File: config.mk
export PLATFORM = sky130hd
export DESIGN_NAME = alu_regfile_datapath
export DESIGN_NICKNAME = d
export VERILOG_FILES = /design/src/rtl/alu_regfile_datapath.sv
export SDC_FILE = /design/constraint.sdc
export NUM_CORES = 2
export LEC_CHECK = 0
export CAP_MARGIN = 15
export CORE_UTILIZATION = 40
export DETAILED_ROUTE_END_ITERATION = 10
export GPL_ROUTABILITY_DRIVEN = 1
export PLACE_DENSITY_LB_ADDON = 0.1
export RECOVER_POWER = 50
export SYNTH_ARGS = -nofsm -noshare
export SYNTH_HDL_FRONTEND = slang
export SYNTH_SLANG_ARGS = --single-unit
File: constraint.sdc
create_clock -name clk -period 7 [get_ports clk]
set_input_delay 0.7 -clock clk [delete_from_list [all_inputs] [get_ports clk]]
set_output_delay 0.7 -clock clk [all_outputs]
set_load 0.05 [all_outputs]
File: src/rtl/alu_regfile_datapath.sv
`default_nettype none
// ============================================================================
// Module   : alu_regfile_datapath
// Brief    : 16x32 register file (2 async read, 1 sync write) + combinational
//            ALU with C/Z/N/V flags. Optional macro: REGFILE_BYPASS_EN.
// Revision : 1.0 - initial release
// ============================================================================
module alu_regfile_datapath #(
    parameter int DATA_WIDTH = 32,
    parameter int NUM_REGS   = 16,
    parameter int ADDR_WIDTH = 4
) (
    input  logic                  clk,
    input  logic                  rst_n,
    input  logic [ADDR_WIDTH-1:0] addr_a,
    output logic [DATA_WIDTH-1:0] data_a,
    input  logic [ADDR_WIDTH-1:0] addr_b,
    output logic [DATA_WIDTH-1:0] data_b,
    input  logic [ADDR_WIDTH-1:0] addr_w,
    input  logic [DATA_WIDTH-1:0] data_w,
    input  logic                  write_en,
    input  logic [DATA_WIDTH-1:0] alu_a,
    input  logic [DATA_WIDTH-1:0] alu_b,
    input  logic [3:0]            alu_op,
    input  logic [7:0]            flags_in,
    output logic [DATA_WIDTH-1:0] alu_result,
    output logic [7:0]            flags_out
);

    localparam logic [3:0] c_OP_ADD   = 4'h0;
    localparam logic [3:0] c_OP_SUB   = 4'h1;
    localparam logic [3:0] c_OP_ADC   = 4'h2;
    localparam logic [3:0] c_OP_SBC   = 4'h3;
    localparam logic [3:0] c_OP_AND   = 4'h4;
    localparam logic [3:0] c_OP_OR    = 4'h5;
    localparam logic [3:0] c_OP_XOR   = 4'h6;
    localparam logic [3:0] c_OP_NOT   = 4'h7;
    localparam logic [3:0] c_OP_SHL   = 4'h8;
    localparam logic [3:0] c_OP_SHR   = 4'h9;
    localparam logic [3:0] c_OP_SAR   = 4'hA;
    localparam logic [3:0] c_OP_PASSB = 4'hB;
    localparam logic [3:0] c_OP_CMP   = 4'hC;

    logic [DATA_WIDTH-1:0] regs_q [NUM_REGS];
    logic [DATA_WIDTH-1:0] regs_d [NUM_REGS];

    always_comb begin
        regs_d = regs_q;
        if (!rst_n) begin
            for (int i = 0; i < NUM_REGS; i++) regs_d[i] = '0;
        end else if (write_en) begin
            regs_d[addr_w] = data_w;
        end
    end

    always_ff @(posedge clk) begin
        regs_q <= regs_d;
    end

`ifdef REGFILE_BYPASS_EN
    // Forward the in-flight write so the FSM sees it without a stall cycle.
    assign data_a = (write_en && rst_n && (addr_a == addr_w)) ? data_w : regs_q[addr_a];
    assign data_b = (write_en && rst_n && (addr_b == addr_w)) ? data_w : regs_q[addr_b];
`else
    assign data_a = regs_q[addr_a];
    assign data_b = regs_q[addr_b];
`endif

    logic                  w_cin;
    logic [4:0]            w_amt;
    logic [DATA_WIDTH:0]   w_sum;
    logic [DATA_WIDTH:0]   w_diff;
    logic [DATA_WIDTH-1:0] w_shl_pre;
    logic [DATA_WIDTH-1:0] w_shr_pre;
    logic [DATA_WIDTH-1:0] w_res;
    logic [DATA_WIDTH-1:0] w_zn_val;
    logic                  w_c;
    logic                  w_v;
    logic                  w_add_v;
    logic                  w_sub_v;

    assign w_cin     = flags_in[0];
    assign w_amt     = alu_b[4:0];
    assign w_shl_pre = alu_a << (w_amt - 5'd1);
    assign w_shr_pre = alu_a >> (w_amt - 5'd1);
    assign w_add_v   = (alu_a[DATA_WIDTH-1] == alu_b[DATA_WIDTH-1]) &&
                       (w_sum[DATA_WIDTH-1] != alu_a[DATA_WIDTH-1]);
    assign w_sub_v   = (alu_a[DATA_WIDTH-1] != alu_b[DATA_WIDTH-1]) &&
                       (w_diff[DATA_WIDTH-1] != alu_a[DATA_WIDTH-1]);

    always_comb begin
        w_sum    = {1'b0, alu_a} + {1'b0, alu_b} +
                   {{DATA_WIDTH{1'b0}}, (alu_op == c_OP_ADC) & w_cin};
        // Bit DATA_WIDTH of the extended difference is the borrow.
        w_diff   = {1'b0, alu_a} - {1'b0, alu_b} -
                   {{DATA_WIDTH{1'b0}}, (alu_op == c_OP_SBC) & w_cin};
        w_res    = '0;
        w_c      = 1'b0;
        w_v      = 1'b0;
        case (alu_op)
            c_OP_ADD, c_OP_ADC: begin
                w_res = w_sum[DATA_WIDTH-1:0];
                w_c   = w_sum[DATA_WIDTH];
                w_v   = w_add_v;
            end
            c_OP_SUB, c_OP_SBC: begin
                w_res = w_diff[DATA_WIDTH-1:0];
                w_c   = w_diff[DATA_WIDTH];
                w_v   = w_sub_v;
            end
            c_OP_CMP: begin
                w_res = alu_a;
                w_c   = w_diff[DATA_WIDTH];
                w_v   = w_sub_v;
            end
            c_OP_AND:   w_res = alu_a & alu_b;
            c_OP_OR:    w_res = alu_a | alu_b;
            c_OP_XOR:   w_res = alu_a ^ alu_b;
            c_OP_NOT:   w_res = ~alu_a;
            c_OP_PASSB: w_res = alu_b;
            c_OP_SHL: begin
                w_res = alu_a << w_amt;
                w_c   = (w_amt == 5'd0) ? w_cin : w_shl_pre[DATA_WIDTH-1];
            end
            c_OP_SHR: begin
                w_res = alu_a >> w_amt;
                w_c   = (w_amt == 5'd0) ? w_cin : w_shr_pre[0];
            end
            c_OP_SAR: begin
                w_res = $unsigned($signed(alu_a) >>> w_amt);
                w_c   = (w_amt == 5'd0) ? w_cin : w_shr_pre[0];
            end
            default: begin
                w_res = '0;
            end
        endcase
        // CMP reports Z/N on the difference while returning operand A.
        w_zn_val = (alu_op == c_OP_CMP) ? w_diff[DATA_WIDTH-1:0] : w_res;
    end

    assign alu_result = w_res;

    always_comb begin
        flags_out = flags_in;
        if (alu_op <= c_OP_CMP) begin
            flags_out[0] = w_c;
            flags_out[1] = (w_zn_val == '0);
            flags_out[2] = w_zn_val[DATA_WIDTH-1];
            flags_out[3] = w_v;
        end
    end

endmodule
`default_nettype wire

==> results.ini <==
[outcome]
outcome = finished, violations left
violations = max-capacitance violations, max-slew violations

[floorplan]
io_pins = 227
start_util = 0.4057
core_region_area_um2 = 93890
num_rows = 112
die_y_um = 310.6
dieArea_um2 = 96470
die_width_um = 310.6

[hold_path]
min_to = regs_q[182]
holdPathStages = 2
worstHoldStart = regs_q[182]
hold_class = reg -> reg

[worst_setup_path]
slowest_delay_ns = 0.52
worstPathMaxFanout = 4
crit_top_cell = buf_4
cpMaxStageDelayCell = clkdlybuf4s50_1
r2r_start = regs_q[240]
crit_required_ns = 6.30
endpoint_kind = output port
criticalPathCategory = in -> out
cp-start-kind = input port
reg2reg_depth = 2
timing.reg2reg.setup_slack_ns = 6.21
rr_endpoint = regs_q[240]
path_cells = clkdlybuf4s50_1 > inv_1 > ha_1 > and2_1 > nand3_1 > fa_1 > inv_1 > ha_1 > o21ai_0 > buf_4 > a211oi_2 > o211ai_1 > buf_4 > a2111oi_1 > buf_4 > nor2_1 > xnor2_1 > a221o_1 > or3_1 > o31a_1 > or4b_4 > o31ai_4 > buf_12
crit_arrival_ns = 6.14

[synthesis]
synth_enable_flop_cells = 0
synth_async_sr_flop_share = 0
synth.cell_area_um2 = 38090
synth_seq_cells = 512
synth_cells = 4359
synth_flop_cell = dfxtp_1
synth-seq-area-share = 0.2691
synthMuxAreaShare = 0.2525
syn_nets = 4618
synth_top_family_by_area = multiplexers
yosysWarnings = 0
ys_types = 87
synth_compound_area_frac = 0.1953
synth_xor_area_frac = 0.01081
synth-simple-area-share = 0.1695
synth_adder_area_share = 0.04546
syn_avg_cell_area_um2 = 8.739

[detailed_routing]
drtPass1Iterations = 7
drt_iter0_drc = 4151
wl_per_cell_um = 28.31
drc = 0
drtAntennaViolNets = 0
routed_wirelength_um = 160700
num_vias = 35220
vias_per_cell = 6.203

[power_and_ir_drop]
power_density_nw_per_um2 = 186.2
ir_worst_vdd_mv = 0.1783
p_leak_nw = 15.06

[layout]
top_regs = regs_q: 512 flops
final_common_cell = nand2_1
largest_reg_flops = 512
drive_gt1_frac = 0.1737
fin_nets = 4633
final_cell_mix = nand2_1, a21boi_0, dfxtp_1
syn_to_final_growth_pct = 15.02
regMostFlops = regs_q

[sta]
fin_skew_ns = 0
fmax_mhz = 146.3
fin_crit_sh = 0.9767
max_slew_margin = -1.047
tightest_slew_ns = 3.070
setup_tns_ns = 0
drv_slew = 356
period_minus_slack_ns = 6.837
hold_ws_ns = 0.4752
hold_viol_final = 0
setup_viol = 0

[clock_tree]
post_cts_buffers = 0
cts_root_buffer = clkbuf_16
clockBufferDepth = 3
cts-hold-fix-buffers = 0
cts_tree = yes
cts_buffers = 57
clkLatencyLatePin_ns = 0.63
clk_pin_slew_worst_paths_ns = 0.06
cts_htree_levels = 2
cts.sinks = 512

[place]
numPortBuffers = 218
dp_hpwl_um = 103300
gp_congestion = 1.043

[global_route]
grtUsageTotal = 0.3247
grt.overflow.total = 0
grt_pass1_vias = 33580
grt_pass1_wl_um = 235400
grt_max_degree = 208
antenna_found_initial = 9

[job]
drv_cap = 14

-- synth_stat cells (all sizes together), types with 9 or more instances --
| cell type | number | area share |
|---|---|---|
| a211o | 11 | 0.0025 |
| o211ai | 16 | 0.0032 |
| o21a | 20 | 0.0039 |
| nand2b | 12 | 0.0020 |
| nor2b | 20 | 0.0033 |
| inv | 114 | 0.011 |
| ha | 132 | 0.043 |
| and3 | 12 | 0.0020 |
| buf | 76 | 0.0097 |
| mux4 | 389 | 0.23 |
| nand3 | 50 | 0.0066 |
| o22ai | 27 | 0.0046 |
| a221oi | 30 | 0.0069 |
| a211oi | 32 | 0.0063 |
| and2 | 9 | 0.0015 |
| o21bai | 12 | 0.0024 |
| a21boi | 516 | 0.10 |
| a31oi | 18 | 0.0030 |
| mux2 | 19 | 0.0056 |
| nand4 | 22 | 0.0036 |
| or3 | 14 | 0.0023 |
| nand2 | 1214 | 0.12 |
| clkbuf | 366 | 0.036 |
| a22oi | 15 | 0.0031 |
| o21ai | 117 | 0.015 |
| a21o | 17 | 0.0034 |
| o31ai | 10 | 0.0021 |
| nor4 | 10 | 0.0016 |
| nor3 | 41 | 0.0054 |
| dfxtp | 512 | 0.27 |
| xnor2 | 30 | 0.0069 |
| nor2 | 153 | 0.015 |
| xor2 | 17 | 0.0039 |
| a21oi | 112 | 0.015 |
| a2111oi | 9 | 0.0021 |
| mux2i | 64 | 0.017 |
-- per-stage QoR --
stage	instance area, µm²	setup WS, ns	total power, mW	instances	utilization
final	43810	0.1633	8.156	5678	0.4667
after global routing	43810	-0.003889	8.423	5676	0.4666
after CTS	43810	0.05892	8.142	5675	0.4666
after floorplan	38170	0.02482	4.344	4359	-
after global placement	41960	-0.1561	5.152	5569	0.4469
after detailed placement	41960	-0.07393	5.146	5569	0.4469
-- worst max path at each step --
stage / slack [ns] / cells past startpoint / endpoint / from
4_1_cts: 0.06 / 23 / flags_out[1] / alu_op[2]
3_3_place_gp: -0.16 / 23 / flags_out[1] / alu_op[2]
3_5_place_dp: -0.07 / 22 / flags_out[1] / alu_op[2]
6_report: 0.16 / 23 / flags_out[1] / alu_op[2]
2_1_floorplan: 0.02 / 22 / flags_out[1] / alu_op[0]
5_1_grt: -0.004 / 24 / flags_out[1] / alu_op[3]
-- power breakdown --
group          internal, mW  switching (mW)
sequential             2.95          0.0256
clock                  1.70            1.30
combinational         0.836            1.34
-- critical path, delay by kind of cell --
| family | cells | cell delay, ns |
|---|---|---|
| AO/OA/AOI/OAI | 7 | 1.95 |
| XOR/XNOR | 1 | 0.14 |
| adder cells (fa/ha/maj) | 3 | 0.78 |
| buffers and inverters | 7 | 1.42 |
| AND/OR/NAND/NOR | 5 | 1.12 |
-- layer usage --
metal  wire length, µm  up-vias  track usage  share of wire
met5                69        -            0        0.00043
met2             73360     1735       0.5110           0.46
met1             66130    17510       0.4376           0.41
met4              5822        8       0.1152          0.036
met3             15360      325      0.07145          0.096
li1                  -    15650            -              -
-- logic make-up after synthesis --
| family | count (synthesis) |
|---|---|
| buffers and inverters | 559 |
| AND/OR/NAND/NOR | 1589 |
| XOR/XNOR | 47 |
| flip-flops | 512 |
| multiplexers | 472 |
| AO/OA/AOI/OAI | 1044 |
| adder cells (fa/ha/maj) | 136 |
-- cell type report --
type | instances | area, µm²
tap | 1254 | 1569
sequential | 512 | 10250
multi-input combinational | 3288 | 25920
clock inverter | 14 | 128.9
clock buffer | 92 | 1709
timing repair buffer | 398 | 3787
inverter | 117 | 439.2
antenna | 3 | 7.507
fill | 9122 | 50080
-- timing repair --
action	4_1_cts	5_1_grt
setup endpoints to repair	1	2
endpoints found under the hold margin	0	0
pin swaps	0	3
cloned	0	0
resized for setup	3	13
No activity file was read; power rests on OpenSTA's default activity.
